**src/rtl/jtdsp16_pio_host.sv**
```systemverilog
// jtdsp16_pio_fifo: generic word FIFO with synchronous flush and occupancy count.
// Latency: push visible at dout/count one clk later; dout is combinational from the head (0 when empty).
// Backpressure: a push while full and a pop while empty are dropped, even if the opposite operation happens that cycle.
module jtdsp16_pio_fifo #(
    parameter int AW = 4,
    parameter int DW = 16
) (
    input  logic          clk,
    input  logic          rst,
    input  logic          flush,
    input  logic          push,
    input  logic [DW-1:0] din,
    input  logic          pop,
    output logic [DW-1:0] dout,
    output logic [AW:0]   count,
    output logic          full,
    output logic          empty
);
    localparam int DEPTH = 1 << AW;

    logic [DW-1:0] mem [DEPTH];
    logic [AW-1:0] wr_ptr;
    logic [AW-1:0] rd_ptr;
    logic          push_ok;
    logic          pop_ok;

    assign full    = count == (AW+1)'(DEPTH);
    assign empty   = count == '0;
    assign push_ok = push && !full;
    assign pop_ok  = pop && !empty;
    assign dout    = empty ? '0 : mem[rd_ptr];

    // Storage array; contents are don't-care while empty, so no reset.
    always_ff @(posedge clk) begin
        if (push_ok) mem[wr_ptr] <= din;
    end

    // Pointers wrap modulo depth; flush empties the FIFO and overrides a push.
    always_ff @(posedge clk) begin
        if (rst || flush) begin
            wr_ptr <= '0;
            rd_ptr <= '0;
            count  <= '0;
        end else begin
            if (push_ok) wr_ptr <= wr_ptr + 1'b1;
            if (pop_ok)  rd_ptr <= rd_ptr + 1'b1;
            case ({push_ok, pop_ok})
                2'b10:   count <= count + 1'b1;
                2'b01:   count <= count - 1'b1;
                default: count <= count;
            endcase
        end
    end
endmodule

// jtdsp16_pio_host: host responder for the jtdsp16 parallel port (d2h and h2d FIFOs, status, irq).
// Latency: strobe rising edges act one clk after they happen; pbus_in/host_dout are combinational from FIFO heads.
// Backpressure: DSP writes into a full d2h are dropped (sticky ovf); host writes into a full h2d are ignored.
// Optional: define JTDSP16_PIO_IRQ_EN to build the host-data-arrived interrupt; otherwise irq is tied low.
module jtdsp16_pio_host #(
    parameter int AW = 4
) (
    input  logic        clk,
    input  logic        rst,
    input  logic [15:0] pbus_out,
    input  logic        pods_n,
    input  logic        pids_n,
    input  logic        psel,
    output logic [15:0] pbus_in,
    output logic        irq,
    input  logic        iack,
    input  logic [15:0] host_din,
    input  logic        host_wr,
    output logic        host_full,
    output logic [15:0] host_dout,
    input  logic        host_rd,
    output logic        host_empty
);
    logic          last_pods_n;
    logic          last_pids_n;
    logic          pods_rise;
    logic          pids_rise;
    logic          ovf;
    logic          unf;
    logic          flush;
    logic          d2h_push;
    logic          h2d_pop;
    logic [15:0]   h2d_dout;
    logic [AW:0]   h2d_count;
    logic [AW:0]   d2h_count;
    logic          h2d_full;
    logic          h2d_empty;
    logic          d2h_full;
    logic [15:0]   status;

    assign pods_rise = pods_n && !last_pods_n;
    assign pids_rise = pids_n && !last_pids_n;
    assign d2h_push  = pods_rise && !psel;
    assign h2d_pop   = pids_rise && !psel;
    assign flush     = pods_rise && psel && pbus_out[0];
    assign status    = {ovf, unf, 4'b0, 5'(d2h_count), 5'(h2d_count)};
    assign host_full = h2d_full;

    // Strobe history; reset high so a strobe held low through reset never counts as an edge.
    always_ff @(posedge clk) begin
        if (rst) begin
            last_pods_n <= 1'b1;
            last_pids_n <= 1'b1;
        end else begin
            last_pods_n <= pods_n;
            last_pids_n <= pids_n;
        end
    end

    // Sticky error flags: cleared by control bit1, set by a dropped write or an empty read.
    always_ff @(posedge clk) begin
        if (rst) begin
            ovf <= 1'b0;
            unf <= 1'b0;
        end else begin
            if (pods_rise && psel && pbus_out[1]) begin
                ovf <= 1'b0;
                unf <= 1'b0;
            end
            if (d2h_push && d2h_full)  ovf <= 1'b1;
            if (h2d_pop  && h2d_empty) unf <= 1'b1;
        end
    end

    // Data seen by the DSP: status word or the h2d head (already 0 when empty).
    always_comb begin
        pbus_in = h2d_dout;
        if (psel) pbus_in = status;
    end

    jtdsp16_pio_fifo #(.AW(AW), .DW(16)) u_d2h (
        .clk   (clk),
        .rst   (rst),
        .flush (flush),
        .push  (d2h_push),
        .din   (pbus_out),
        .pop   (host_rd),
        .dout  (host_dout),
        .count (d2h_count),
        .full  (d2h_full),
        .empty (host_empty)
    );

    jtdsp16_pio_fifo #(.AW(AW), .DW(16)) u_h2d (
        .clk   (clk),
        .rst   (rst),
        .flush (flush),
        .push  (host_wr),
        .din   (host_din),
        .pop   (h2d_pop),
        .dout  (h2d_dout),
        .count (h2d_count),
        .full  (h2d_full),
        .empty (h2d_empty)
    );

`ifdef JTDSP16_PIO_IRQ_EN
    // Raise irq when a host word lands in an empty h2d; acknowledge wins over a new set.
    always_ff @(posedge clk) begin
        if (rst || iack)
            irq <= 1'b0;
        else if (host_wr && h2d_empty && !flush)
            irq <= 1'b1;
    end
`else
    logic unused_iack;
    assign unused_iack = iack;
    assign irq         = 1'b0;
`endif
endmodule

```
**config.mk**
```make
export PLATFORM = sky130hd
export DESIGN_NAME = jtdsp16_pio_host
export DESIGN_NICKNAME = d
export VERILOG_FILES = /design/src/rtl/jtdsp16_pio_host.sv
export SDC_FILE = /design/constraint.sdc
export NUM_CORES = 1
export LEC_CHECK = 0
export ABC_AREA = 1
export CAP_MARGIN = 5
export CORE_AREA = 2 2 260 262
export DETAILED_ROUTE_END_ITERATION = 6
export DIE_AREA = 0 0 262 264
export PLACE_DENSITY = 0.64
export SLEW_MARGIN = 20
export SYNTH_ARGS = -nofsm -noshare
export SYNTH_HDL_FRONTEND = slang
export SYNTH_SLANG_ARGS = --single-unit
export TNS_END_PERCENT = 30
```
**constraint.sdc**
```tcl
create_clock -name clk -period 2.15 [get_ports clk]
set_clock_uncertainty 0.05 [all_clocks]
set_input_delay 0.43 -clock clk [delete_from_list [all_inputs] [get_ports clk]]
set_output_delay 0.43 -clock clk [all_outputs]
set_load 0.05 [all_outputs]
```
# Yosys cells after proc, flatten, opt, wreduce, memory -nomap -nowiden
# Memory sizes are Yosys's and may differ from the RTL's. A register that Yosys moved wholly into a read port is not among the register bits.
# Cells that the tools add are included.
# W data, S select, Z words.
dict set report word_totals {
  register_bits 30
  mem_bits_rw 512
  input_bits 40
  out_inout_bits 35
  elab_cells 69
  memories 2
}
# name depth width read_ports rd_clocked_by_memory_dff write_ports line_no
set mem_list {}
lappend mem_list {u_d2h.mem 16 16 1 1 1 21} ;# logic [DW-1:0] mem [DEPTH];
lappend mem_list {u_h2d.mem 16 16 1 1 1 21}
dict set report classes {
  add_sub_neg 8
  eq_ne 6
  n_mux 16
  reduce_logical 27
}
# cell count
set ops {}
lappend ops {{$mux W16} 3}
lappend ops {{$pmux W5 S2} 2}
lappend ops {{$add A4 B1 Y4 const B} 4}
lappend ops {{$mux W4} 4}
lappend ops {{$logic_and A1 B1 Y1} 13}
lappend ops {{$add A5 B1 Y5 const B} 2}
lappend ops {{$eq A5 B5 Y1 const B} 2}
lappend ops {{$logic_not A5 Y1} 2}
lappend ops {{$sub A5 B1 Y5 const B} 2}
lappend ops {{$reduce_bool A2 Y1} 4}
lappend ops {{$logic_not A1 Y1} 7}
lappend ops {{$mux W1} 7}
lappend ops {{$eq A2 B1 Y1 const B} 2}
lappend ops {{$eq A2 B2 Y1 const B} 2}
lappend ops {{$logic_or A1 B1 Y1} 1}

# Logic depth before layout (Yosys ltp)
dict set report depth {
  word_depth 6
  ltp_mapped 15
  depth_no_buf 15
}

# Modules after synthesis
# From an unflattened synthesis, not the netlist that was laid out.
dict set report unflattened {
  hier_cells 1738
  hier_area_um2 22297.6
}
# module instances cells_per_inst area_each_um2 seq_area_each_um2
set by_module_without_submodules {}
lappend by_module_without_submodules {jtdsp16_pio_fifo 2 833 10953.0 8027.7}
lappend by_module_without_submodules {jtdsp16_pio_host 1 72 391.6 80.1}

# Worst setup path before layout
# Ideal clock, no wire load.
dict set report synth_path {
  path_kind {flip-flop to output port}
  startpoint {reg u_d2h.count[0]}
  endpoint {out host_dout[10]}
  arrival_ps 2002
  required_time_ps 1670
  setup_slack_ps -332
  path_stages_with_launch 6
  n_path_buf 1
  cell_sequence {dfxtp_1 > nor2_1 > nand4_1 > clkinv_1 > buf_1 > a21oi_1}
}
dict set report synth_between {
  elab_chain_cells 2
}
# element line_no
set synth_rtl {}
lappend synth_rtl {{start: declaration} 15} ;# output logic [AW:0] count,
lappend synth_rtl {{start signal: assignment} 48} ;# 2'b10: count <= count + 1'b1;
lappend synth_rtl {{start signal: assignment} 49} ;# 2'b01: count <= count - 1'b1;
lappend synth_rtl {{start signal: assignment} 50} ;# default: count <= count;
lappend synth_rtl {{$logic_not A5 Y1} 28} ;# assign empty = count == '0;
lappend synth_rtl {{net host_empty} 77} ;# output logic host_empty
lappend synth_rtl {{$mux W16} 31} ;# assign dout = empty ? '0 : mem[rd_ptr];
lappend synth_rtl {{end: declaration} 75} ;# output logic [15:0] host_dout,
# The timed path passes the listed nets, and every way through them passes these cells.

==> results.txt <==
TritonCTS created 56 clock buffers. Counting flops with a built-in enable in the synthesized netlist gives 512. The tools report the initial antenna violation count as 2.

Cells fill 44.2% of the core in the end. Net switching is 30.8% of the power. STA puts the critical path data arrival time at 2260 ps. The residual overflow from global routing is 0, and the post-route clock period utilization is 127%. The tools report the endpoint type of the worst setup path as an output pin.

The transition time at the pin with the least slew margin came out at 736 ps. Summed over all instances, the cell type with the most area after synthesis is edfxtp_1. The worst setup slack after layout came out at -590 ps. Entering global routing, the biggest net connects 48 pins. The clock-pin transition on the worst setup and hold timing paths is 60 ps.

Largest vdd supply drop: 804 uV. The run gives 0.826 as the final RePlAce weighted congestion. Dividing total power by cell area gives a power density of 1020 nW/um^2. When the netlist entered floorplanning its net count stood at 2153. The number of flip-flops and latches in the synthesized netlist was 550. The maximum fanout encountered on the critical timing path is 8, and the number of distinct library cells after synthesis is 33. Detailed routing inserted a total of 16000 vias. The number of violations of the max-capacitance limit is 0. The top flip-flop cell by instance count after synthesis was edfxtp_1. The cell sitting at the root of the clock tree is a clkbuf_16. The worst pin sits at a relative slew slack of 50.8%.

At the end of the flow, the number of nets in the layout was 2347. The number of pins exceeding their max-slew limit in the final report was 0. The chip height is 264 um, and the number of failing setup endpoints in the final timing report is 34. The setup path with the least slack is of type flop to output pin.

Based on the critical path, the design can be clocked at up to 365 MHz. In the routed design, unresolved DRC markers number 0. The synthesized netlist occupies a cell area of 23000 um^2. The total area inside the core boundary comes to 66600 um^2.

The time the final worst path needs with I/O delays and setup was 2740 ps; the number of standard cells after synthesis was 2095. The mean post-synth cell area came out at 11.0 um^2. The minimum hold slack came out at 365 ps. The via count of the first global-routing pass came out at 15900.

After filler insertion, the fill cell instance count of the layout stands at 6003. The area growth from synthesis to layout works out to 27.9%. For this run, the register share of the synthesized area comes to 70.1%. The first global-routing pass estimated 89.2 mm of wire. STA classifies the critical path startpoint as a flop. The analysis attributes to cell leakage a power of 11.1 nW. Setup repair after global routing could not meet its margin everywhere. The proportion of power drawn by the clock network came out at 31.9%.

Summed over its instances, the top area cell type makes up 66.8% of the synthesized netlist area. Across the whole layout, storage elements account for 16100 um^2. Sequential cells burn 39.9% of the power. The logs give 28.2% for the combinational power share and 36.1 mm for the HPWL after detailed placement. The detailed router finished its first iteration with 1408 violations. The layout cell share with drive strength beyond 1 works out to 19.4%. The share of async-settable or async-resettable flops after synthesis is 0%.

The final reports fail on negative setup slack. The number of hold buffers added after cts was 0. Global routing consumed, over all layers together, 16.6% of the routing resources.

The maximum level of the CTS H-tree was 2; the multi-input gate area in the final layout was 6430 um^2. The logs give 9.24 mW for the switching power and 95 for the number of core rows. The number of I/O port buffers was 72. The logs give 600 ps for the clock latency of the later-clocked register in the worst-skew pair and 34.6% for the starting density of the core.

The number of failing hold endpoints at the final stage was 0; the die area was 69200 um^2. Endpoint required time on the critical path: 1670 ps. After synthesis, the cell types taking the most area are edfxtp_1 (67%), nand2_1 (12%), nand3_1 (7.0%). In the routed layout, each cell is associated on average with a via count of 4.97. The final layout contains routed wiring with a total length of 59.8 mm. The remaining antenna violation count was 0. During synthesis, Yosys emitted a total of 0 warnings. The clock net in this run drives a total of 550 sinks. The number of antenna diodes in the final layout is 0.

The post-detailed-route wirelength per cell works out to 18.6 um. The run finished, with violations left. The internal power of the cells totals 20.8 mW. The min-delay analysis places its worst path in the category input pin to flop.

The die extent in x came out at 262 um. TritonCTS built the clock tree. The clock passes through at most 3 buffers. For the number of detailed-route iterations in the first pass, the log shows 6.

For the number of placed I/O pins, the log shows 75. In the synthesized netlist, the cells that appear most often are nand2_1 (707), edfxtp_1 (512), nand3_1 (320), nor2_1 (134), inv_1 (110). Leading cell type by number of instances after synthesis: nand2_1.
==> path summary, 6_finish.rpt <==
path / start / to / slack, ps / cells after the start
hold / removal: pids_n / last_pids_n / 370 / 3
hold reg to reg: unf / unf / 440 / 2
setup / recovery: flop / pbus_in[10] / -590 / 11
setup reg to reg: u_d2h.count[4] / u_d2h.count[4] / 20 / 14
==> per-stage QoR <==
step | cell area [um^2] | cells | setup TNS [ps] | worst slack [ps] | power, mW
after global placement | 26200 | 3065 | -129160 | -567 | 18.7
final | 29500 | 3210 | -16380 | -590 | 30.0
after floorplan | 23100 | 2095 | -38500 | -167 | 16.3
after CTS | 28600 | 3188 | -16620 | -587 | 29.4
after global routing | 29500 | 3210 | -20110 | -657 | 31.1
after detailed placement | 26200 | 3065 | -141860 | -652 | 18.8
==> sequential cells by signal, summed over array words and instances (netlist names), named ones only <==
register and cells:
u_d2h.mem 256, u_h2d.count 5, last_pods_n 1, ovf 1
u_h2d.rd_ptr 4, last_pids_n 1, unf 1, u_d2h.count 5
u_d2h.wr_ptr 4, u_h2d.wr_ptr 4, u_d2h.rd_ptr 4, u_h2d.mem 256
==> cell type report <==
| class | count | area share (%) |
|---|---|---|
| Clock inverter | 25 | 0.935 |
| Multi-Input combinational cell | 1318 | 21.8 |
| Tap cell | 873 | 3.71 |
| Timing Repair inverter | 1 | 0.0297 |
| Timing Repair Buffer | 245 | 11.9 |
| Inverter | 117 | 1.58 |
| Sequential cell | 550 | 54.8 |
| Clock buffer | 81 | 5.25 |
==> layout by cell type, fill, tap and decap left out, types with 8 or more instances in the layout <==
cell             instances
buf_4                   77
a21oi_1                 22
nor2_1                  93
nand2_1                661
clkbuf_16               68
buf_16                  11
a21oi_2                 10
clkbuf_1                21
buf_6                   23
nand2_2                 41
nor2_2                  42
clkinv_1                 8
inv_1                  107
clkdlybuf4s50_1         38
edfxtp_1               512
clkinv_2                 8
dfxtp_1                 34
xor2_1                  10
nand3_1                280
o21ai_0                 28
o21ai_1                 20
ha_1                    17
o211ai_1                12
buf_12                  77
nand3_2                 37
==> layer usage <==
metal  up-vias  part of all wire, %  GRT usage, %
met4         4                  2.3          4.92
met2       534                   49          27.9
met1      7778                   43          21.7
met5         -                0.050             0
li1       7541                    -             -
met3        99                  6.1          3.20
==> power groups by stage <==
stage / Sequential [mW] / Combinational, mW / Clock (mW)
after floorplan: 12.2 / 4.18 / 0
after global placement: 12.2 / 6.53 / 0
after detailed placement: 12.2 / 6.64 / 0
after CTS: 12.0 / 7.71 / 9.74
after global routing: 12.0 / 9.01 / 10.2
final: 12.0 / 8.47 / 9.57
==> critical path, cell delays in order, from the launching register on <==
cell       delay, ps
dfxtp_4          350
buf_12           140
buf_12           130
clkbuf_16        160
buf_6            130
o211ai_1         180
nand3_1          100
nand2_1          100
nand2_2           70
nand2_1           80
nor2_2            50
buf_12           150
==> cell families (layout without fill, tap and decap cells) <==
family	after synthesis	after routing	synth area share [%]
xor+xnor	13	13	0.495
other cells	1	1	0.0163
buf+inv	227	469	4.71
flops	550	550	70.1
fa+ha+maj	18	18	0.978
compound gates	106	106	2.51
simple gates	1180	1180	21.2
==> repair_timing <==
| action | in CTS | in global routing |
|---|---|---|
| resized for setup | 87 | 108 |
| cloned | 10 | 14 |
| setup endpoints to repair | 35 | 38 |
| pin swaps | 10 | 42 |
| buffers inserted | 7 | 8 |
(Power assumes the default switching activity.)
